==> config.mk <==
export PLATFORM = sky130hd
export DESIGN_NAME = cw_output
export DESIGN_NICKNAME = d
export VERILOG_FILES = /design/src/rtl/cw_output_pkg.sv /design/src/rtl/cw_output_vc.sv /design/src/rtl/cw_output.sv
export SDC_FILE = /design/constraint.sdc
export NUM_CORES = 1
export LEC_CHECK = 0
export ABC_AREA = 1
export BUFFER_PORTS_ARGS = -buffer_cell sky130_fd_sc_hd__buf_2
export CAP_MARGIN = 0
export CELL_PAD_IN_SITES_DETAIL_PLACEMENT = 1
export CELL_PAD_IN_SITES_GLOBAL_PLACEMENT = 2
export CORE_MARGIN = 5
export CORE_UTILIZATION = 27
export CTS_BUF_LIST = sky130_fd_sc_hd__clkbuf_8
export DETAILED_ROUTE_END_ITERATION = 8
export PLACE_DENSITY = 0.93
export SYNTH_ARGS = -nofsm -noshare
export SYNTH_HDL_FRONTEND = slang
export SYNTH_HIERARCHICAL = 1
export SYNTH_SLANG_ARGS = --single-unit
==> constraint.sdc <==
create_clock -name clk -period 2.2 [get_ports clk]
set_input_delay 0.44 -clock clk [delete_from_list [all_inputs] [get_ports clk]]
set_output_delay 0.44 -clock clk [all_outputs]
set_load 0.005 [all_outputs]
==> src/rtl/cw_output_pkg.sv <==
// Shared router constants and encodings for the cw output port.
package cw_output_pkg;

  localparam int unsigned DATA_WIDTH = 64;
  localparam int unsigned HOP_MSB    = 55;
  localparam int unsigned HOP_LSB    = 48;

  // Phase carried on the polarity input
  typedef enum logic {
    PHASE_EVEN = 1'b0,
    PHASE_ODD  = 1'b1
  } phase_e;

  typedef enum logic {
    VC_EMPTY = 1'b0,
    VC_FULL  = 1'b1
  } vc_state_e;

  // Which source wins when both cw and pe request the same VC
  typedef enum logic {
    PRIO_CW = 1'b0,
    PRIO_PE = 1'b1
  } rr_prio_e;

endpackage

==> src/rtl/cw_output_vc.sv <==
// One virtual channel: single-entry buffer, full flag and cw/pe round-robin arbiter.
module cw_output_vc #(
  parameter int unsigned DATA_WIDTH = cw_output_pkg::DATA_WIDTH
) (
  input  logic                  clk,
  input  logic                  rst,
  input  logic                  req_cw,
  input  logic                  req_pe,
  input  logic [DATA_WIDTH-1:0] data_cw,
  input  logic [DATA_WIDTH-1:0] data_pe,
  input  logic                  drain,
  output logic                  grant_cw_c,
  output logic                  grant_pe_c,
  output logic                  full,
  output logic [DATA_WIDTH-1:0] data
);
  import cw_output_pkg::*;

  vc_state_e             state_q, state_d;
  rr_prio_e              prio_q, prio_d;
  logic [DATA_WIDTH-1:0] data_q, data_d;

  always_ff @(posedge clk) begin
    if (rst) begin
      state_q <= VC_EMPTY;
      prio_q  <= PRIO_CW;
      data_q  <= '0;
    end else begin
      state_q <= state_d;
      prio_q  <= prio_d;
      data_q  <= data_d;
    end
  end

  // Grants only from an empty buffer, so a fill can never land on a drain
  always_comb begin
    state_d    = state_q;
    prio_d     = prio_q;
    data_d     = data_q;
    grant_cw_c = 1'b0;
    grant_pe_c = 1'b0;
    case (state_q)
      VC_EMPTY: begin
        if (!rst) begin
          if (req_cw && (!req_pe || prio_q == PRIO_CW)) begin
            grant_cw_c = 1'b1;
            data_d     = data_cw;
            prio_d     = PRIO_PE;
            state_d    = VC_FULL;
          end else if (req_pe) begin
            grant_pe_c = 1'b1;
            data_d     = data_pe;
            prio_d     = PRIO_CW;
            state_d    = VC_FULL;
          end
        end
      end
      VC_FULL: begin
        if (drain) begin
          state_d = VC_EMPTY;
          data_d  = '0;
        end
      end
      default: state_d = VC_EMPTY;
    endcase
  end

  assign full = (state_q == VC_FULL);
  assign data = data_q;

endmodule

==> src/rtl/cw_output.sv <==
// CW output port: two VC buffers, polarity-selected transmit with hop-count decrement.
module cw_output #(
  parameter int unsigned DATA_WIDTH = cw_output_pkg::DATA_WIDTH,
  parameter int unsigned HOP_MSB    = cw_output_pkg::HOP_MSB,
  parameter int unsigned HOP_LSB    = cw_output_pkg::HOP_LSB
) (
  input  logic                  clk,
  input  logic                  rst,
  input  logic                  polarity,
  input  logic                  request_cw_even,
  input  logic                  request_cw_odd,
  input  logic                  request_pe_even,
  input  logic                  request_pe_odd,
  input  logic [DATA_WIDTH-1:0] data_in_cw_even,
  input  logic [DATA_WIDTH-1:0] data_in_cw_odd,
  input  logic [DATA_WIDTH-1:0] data_in_pe_even,
  input  logic [DATA_WIDTH-1:0] data_in_pe_odd,
  output logic                  grant_cw_even,
  output logic                  grant_cw_odd,
  output logic                  grant_pe_even,
  output logic                  grant_pe_odd,
  input  logic                  cwro,
  output logic                  cwso,
  output logic [DATA_WIDTH-1:0] cwdo
);
  import cw_output_pkg::*;

  localparam int unsigned HOP_W = HOP_MSB - HOP_LSB + 1;

  logic                  even_full, odd_full;
  logic [DATA_WIDTH-1:0] even_data, odd_data;
  logic                  sel_odd_c, sel_full_c, tx_c;
  logic                  drain_even_c, drain_odd_c;
  logic [DATA_WIDTH-1:0] sel_data_c, tx_data_c;

  cw_output_vc #(.DATA_WIDTH(DATA_WIDTH)) u_vc_even (
    .clk        (clk),
    .rst        (rst),
    .req_cw     (request_cw_even),
    .req_pe     (request_pe_even),
    .data_cw    (data_in_cw_even),
    .data_pe    (data_in_pe_even),
    .drain      (drain_even_c),
    .grant_cw_c (grant_cw_even),
    .grant_pe_c (grant_pe_even),
    .full       (even_full),
    .data       (even_data)
  );

  cw_output_vc #(.DATA_WIDTH(DATA_WIDTH)) u_vc_odd (
    .clk        (clk),
    .rst        (rst),
    .req_cw     (request_cw_odd),
    .req_pe     (request_pe_odd),
    .data_cw    (data_in_cw_odd),
    .data_pe    (data_in_pe_odd),
    .drain      (drain_odd_c),
    .grant_cw_c (grant_cw_odd),
    .grant_pe_c (grant_pe_odd),
    .full       (odd_full),
    .data       (odd_data)
  );

  // Only the phase-selected VC may drain; a zero hop count wraps rather than blocks
  always_comb begin
    sel_odd_c    = (phase_e'(polarity) == PHASE_ODD);
    sel_full_c   = sel_odd_c ? odd_full : even_full;
    sel_data_c   = sel_odd_c ? odd_data : even_data;
    tx_c         = sel_full_c && cwro;
    drain_even_c = tx_c && !sel_odd_c;
    drain_odd_c  = tx_c && sel_odd_c;
    tx_data_c    = sel_data_c;
    tx_data_c[HOP_MSB:HOP_LSB] = sel_data_c[HOP_MSB:HOP_LSB] - HOP_W'(1);
  end

  always_ff @(posedge clk) begin
    if (rst) begin
      cwso <= 1'b0;
      cwdo <= '0;
    end else begin
      cwso <= tx_c;
      if (tx_c) cwdo <= tx_data_c;
    end
  end

endmodule
==> results of run 1 <==
==> routing by layer <==
| layer | GRT usage [%] | vias up | share of wire, % |
|---|---|---|---|
| li1 | - | 5701 | - |
| met1 | 26.2 | 5366 | 47 |
| met2 | 32.0 | 215 | 47 |
| met3 | 3.08 | 20 | 4.8 |
| met4 | 4.21 | 0 | 1.4 |
| met5 | 0 | - | 0 |
==> registers in the layout, indices dropped and copies added, names as in the netlist <==
signal            count
u_vc_even/data       64
cwso                  1
u_vc_odd/prio_q       1
u_vc_odd/full         1
u_vc_odd/data        64
u_vc_even/full        1
u_vc_even/prio_q      1
cwdo                 64
==> metrics by stage <==
stage | instances | worst slack [ns]
floorplan | 1654 | 0.458
global placement | 2412 | 0.159
detailed placement | 2412 | 0.104
CTS | 2444 | 0.278
global route | 2446 | 0.198
finish | 2447 | 0.336
==> logic make-up (layout without fill, tap and decap cells) <==
kind of cell	Yosys count	in the layout	share of synthesized area, %
AND/OR/NAND/NOR	910	910	38.6
flip-flops	197	197	38.0
adder cells (fa/ha/maj)	1	1	0.120
other	0	3	0
AO/OA/AOI/OAI	173	173	8.51
buffers and inverters	373	652	14.8
==> final timing paths <==
check	endpoint	slack, ns	cells past startpoint
max	grant_cw_odd	0.34	4
min	u_vc_odd/full	0.23	2
max reg2reg	u_vc_even/data[10]	0.41	9
min reg2reg	cwdo[56]	0.46	2
==> power by group <==
group | internal, W | switching [W] | total, W
sequential | 0.00381 | 0.000167 | 0.00398
combinational | 0.000642 | 0.00106 | 0.00170
clock | 0.000975 | 0.00138 | 0.00235
total | 0.00543 | 0.00261 | 0.00804
==> cell usage after synthesis, drive strengths merged <==
cell type    n
a211oi       2
nor3         1
clkbuf      40
dfxtp      197
nand2      488
buf         80
nor2        28
nand3      364
a21oi      159
clkinv       2
ha           1
inv        251
o21ai       11
or2         29
o21bai       1
==> worst max-delay path, delay by kind of cell (launching register included) <==
kind	cells	cell delay (ns)
AND/OR/NAND/NOR	2	0.19
flip-flops	1	0.52
buffers and inverters	2	0.24
==> layout make-up <==
class                      instances  area share [%]
timing repair buffer             367            15.7
sequential                       197            30.6
tap                              511            4.96
clock inverter                    13           0.932
multi-input combinational       1084            38.4
antenna                            3          0.0583
clock buffer                      19            2.03
inverter                         253            7.37
==> impl_results.md, run 1 <==
* Post-route cell area at 12900 sq um
* RePlAce Congestion at 0.826
* Commonest non-fill, non-tap cell in the layout: nand2_1
* Vias at 11300
* Worst Hold Class: in -> reg
* Clock root buffer: clkbuf_8
* Final slew viol count at 0
* Count of input and output buffers at 332
* Die Ht at 206 um
* Clk buf depth at 2
* DRC at 0
* Total power draw at 0.00804 W
* I/O pins at 333
* Sequence of cells on the critical path: inv_2 -> nand2_1 -> nor2_1 -> buf_2
* Clk slew on worst S/H paths at 0.11 ns
* Worst vdd ir at 318 uV
* Yosys cell types at 26
* Starting Density at 27.5%
* Clock skew at 0.0166 ns
* Largest net degree at the start of global routing at 79
* Leakage at 6.76 nW
* Postcts setup bufs at 0
* Ys Warns at 6
* Crit path from: u_vc_odd/full
* Worst R2R Start: u_vc_odd/full
* Num CTS Buffers at 17
* Fin. Hold Viols at 0
* Commonest non-fill, non-tap cells in the layout: nand2_1 (478), nand3_1 (364), buf_2 (331), inv_1 (247), dfxtp_1 (197)
* Final net count at 2185
* Post_cts resized at 0
* Critical setup path kind: reg -> out
* Util after Layout at 34.0%
* Final hold slack at 0.230 ns
* Final setup violation count at 0
* Crit path launch type: register
* Layout cells sized above 1 at 22.2%
* Multi-input gate area at 4940 sq um
* Placed Area at 12500 sq um
* Vias/cell at 4.62
* WP data arrival at 1.42 ns
* Measured slew at the worst slew-check pin at 0.733 ns
* Syn_nets at 1919
* Hpwl dp at 31.5 mm
* Synth Instances at 1654
* Area growth from synthesis to layout at 24.0%
* Global-route wire length before repair at 63.7 mm
* Die ar. at 42500 sq um
* Vias in the first global route at 11500
* WL/cell at 17.1 um
* Setup crit end kind: primary output
* Final critical-path required period at 1.86 ns
* Register area share after synthesis at 38.0%
* Fillers at 5056
* Routed WL at 41.9 mm
* Largest area contributor in the netlist: dfxtp_1
* Max FO, Critical Path at 4
* Htree depth at 4
* GRT overflow at 0
* Status: complete, no violations
* Seq cells post-synth at 197
* Tot GR Track Use at 19.2%
* Reg area at 3940 sq um
* Sum of negative setup slack at 0 ns
* Top post-synthesis cells by area: dfxtp_1 (38%), nand3_1 (18%), nand2_1 (17%)
* Pwr dens at 624 nW/um^2
* Post-route ant nets at 0
* Skew-Pair Late Insertion Delay at 0.47 ns
* Slowest cell delay on critical path at 0.52 ns
* Hold path start: rst
* Clock sink count at 197
* Rows at 71
* Initial DRC count at 490
* Setup repair after global routing missed its margin: no
* Cell Area, Synth at 10400 sq um
* Post-synth top area share at 38.0%
* Post-Syn Area per Cell at 6.28 sq um
* Initial antenna violation count at 2
* WP data required at 1.76 ns
* Die width at 206 um
* Hold Buf Count CTS at 0
* Fmax at 537 MHz
* CP max-delay cell: dfxtp_1
* TritonRoute pass-1 iters at 4
* MaxCap Viol Count at 0
* Final worst-path cycle share at 84.7%
* Core outline area at 37800 sq um
* Slew margin rel. at 51.1%
* CTS tree: done
No activity file was read; power rests on OpenSTA's default activity.
==> inputs of run 2 (changes only) <==
ABC_AREA = 0   (was 1)
PLACE_DENSITY = 0.89   (was 0.93)
clock period = 1.7 ns   (was 2.2 ns; I/O delays follow)
==> run 2 against run 1 <==
Against the previous run:
- the flow now finishes with violations (setup timing)
- global-route usage is 1.1 points lower
- core utilization is 1.7 points higher
- synthesized cell count is 55% lower
- non-clock buffer count is 21 higher
- sequential power is 28% higher
- first-iteration DRC count is 0.41% higher
- routed wire length is 23% lower
- critical path depth stayed put
- clock power is 26% higher
- final cell count is 40% lower
- register-to-register slack worse by 0.33 ns
- hold slack worse by 0.072 ns
==> impl_results.md, run 2 <==
* Post-synth top area share at 47.9%
* Final critical-path required period at 1.76 ns
* Hpwl dp at 23.1 mm
* Num CTS Buffers at 17
* Family with the most delay on the worst path: simple AND/OR/NAND/NOR gates
* Final setup violation count at 2
* WL/cell at 22.1 um
* Simple-gate share of the synthesized area at 6.52%
* Sum of negative setup slack at -0.0915 ns
* Core outline area at 30300 sq um
* Top post-synthesis cells by area: dfxtp_1 (48%), o2bb2ai_1 (14%), a32oi_1 (9.2%)
* Largest net degree at the start of global routing at 51
* Reg area at 3950 sq um
* Layout cells sized above 1 at 41.4%
* Worst Hold Class: in -> reg
* CTS tree: done
* Measured slew at the worst slew-check pin at 0.788 ns
* Clock skew at 0.0196 ns
* Largest family of logic cells by synthesized area: compound AO/OA/AOI/OAI gates
* Seq cells post-synth at 197
* Area growth from synthesis to layout at 31.8%
* Clock sink count at 197
* Htree depth at 4
* GRT overflow at 0
* DRC at 0
* Mux cell area share after synthesis at 6.08%
* Async set or reset register ratio after synthesis at 0%
* RePlAce Congestion at 0.844
* I/O pins at 333
* Final net count at 1323
* Util after Layout at 35.7%
* Worst R2R Start: u_vc_odd/full
* Commonest cells in the netlist: dfxtp_1 (197), o2bb2ai_1 (128), a32oi_1 (86), nor2_1 (66), a222oi_1 (56)
* Yosys cell types at 44
* Post-Syn Area per Cell at 11.1 sq um
* Initial DRC count at 492
* Die width at 185 um
* Vias at 7844
* TritonRoute pass-1 iters at 5
* CP max-delay cell: dfxtp_4
* Crit path launch type: register
* Die ar. at 34100 sq um
* Clock root buffer: clkbuf_8
* Routed WL at 32.5 mm
* Die Ht at 185 um
* Skew-Pair Late Insertion Delay at 0.45 ns
* Ys Warns at 6
* Syn_nets at 1005
* Top-count cell post-synth: dfxtp_1
* Post-synthesis compound-gate area fraction at 32.0%
* Slowest cell delay on critical path at 0.36 ns
* Final slew viol count at 0
* Leakage at 4.49 nW
* Cell Area, Synth at 8230 sq um
* Total power draw at 0.00983 W
* Crit path from: u_vc_even/full
* Clk slew on worst S/H paths at 0.11 ns
* Setup repair after global routing missed its margin: yes
* XOR/XNOR Fraction of Synth Area at 0.426%
* Slew margin rel. at 47.3%
* Post-route cell area at 10800 sq um
* Commonest non-fill, non-tap cells in the layout: buf_2 (330), dfxtp_1 (195), o2bb2ai_1 (128), a32oi_1 (86), nor2_1 (65)
* WP data required at 1.36 ns
* Setup WS pre-CTS at -0.0738 ns
* Post-synth EDFFs at 0
* Starting Density at 27.1%
* Vias in the first global route at 8274
* Post-Synth Adder-Cell Area at 0.152%
* Setup crit end kind: primary output
* Largest area contributor in the netlist: dfxtp_1
* Fin. Hold Viols at 0
* Vias/cell at 5.34
* Fillers at 3501
* Register area share after synthesis at 47.9%
* Post-route ant nets at 0
* Critical setup path kind: reg -> out
* Status: finished, violations left
* Sequence of cells on the critical path: or2_4 -> nor3b_2 -> buf_4 -> buf_6
* Rows at 64
* WP data arrival at 1.42 ns
* Max FO, Critical Path at 3
* Failing checks: setup timing
* Pwr dens at 906 nW/um^2
* MaxCap Viol Count at 0
* Clk buf depth at 2
* Synth Instances at 740
* Placed Area at 10400 sq um
* Fmax at 569 MHz
* Global-route wire length before repair at 47.6 mm
* Final worst-path cycle share at 103%
* Buf+Inv Stages, Crit Path at 2
* Setup ws final at -0.0562 ns
* Hold path start: data_in_cw_even[29]
* Top_reg_cell synth: dfxtp_1
* Initial antenna violation count at 2
* Worst vdd ir at 384 uV
* Commonest non-fill, non-tap cell in the layout: buf_2
* Tot GR Track Use at 18.0%
* Count of input and output buffers at 332
* Multi-input gate area at 3800 sq um
-- run 2: cells by family after synthesis --
family,after synthesis
adder cells (fa/ha/maj),1
multiplexers,50
buffers and inverters,90
flip-flops,197
AND/OR/NAND/NOR,103
AO/OA/AOI/OAI,295
XOR/XNOR,4
-- run 2: worst paths after layout --
path | depth (start not counted) | to | slack, ns
max | 4 | grant_pe_even | -0.06
min | 3 | u_vc_even/data[29] | 0.16
max reg2reg | 5 | u_vc_odd/data[46] | 0.08
min reg2reg | 1 | u_vc_even/data[43] | 0.47
-- run 2: timing repair --
action,CTS,global route
gates resized for setup,11,0
setup endpoints to repair,4,4
hold buffers,0,0
setup buffers,7,0
pin swaps,4,0
-- run 2: stage by stage --
| step | cells | hold WS [ns] |
|---|---|---|
| detailed placement | 1428 | 0.449 |
| global route | 1469 | 0.118 |
| CTS | 1467 | 0.117 |
| global placement | 1428 | 0.443 |
| floorplan | 740 | 0.412 |
| finish | 1469 | 0.158 |
-- run 2: tightest hold or removal path, stage by stage --
cell and delay [ns]:
buf_2 0.08, a32oi_1 0.05, o2bb2ai_1 0.12
-- run 2: layer usage --
layer / GRT usage, % / vias to the layer above / part of all wire (%)
li1: - / 3662 / -
met1: 21.5 / 3891 / 41
met2: 32.8 / 260 / 52
met3: 3.47 / 31 / 6.1
met4: 5.26 / 0 / 1.8
met5: 0 / - / 0
-- run 2: power by group --
| group | internal, W | switching, W |
|---|---|---|
| Clock | 0.00115 | 0.00183 |
| Sequential | 0.00490 | 0.000196 |
| Combinational | 0.000795 | 0.000957 |
-- run 2: final cells by class --
class | count | share of cell area, %
Tap cell | 396 | 4.57
Sequential cell | 197 | 36.4
Clock inverter | 13 | 1.07
Inverter | 1 | 0.0346
Multi-Input combinational cell | 453 | 35.0
Antenna cell | 2 | 0.0461
Timing Repair Buffer | 388 | 20.4
Clock buffer | 19 | 2.41
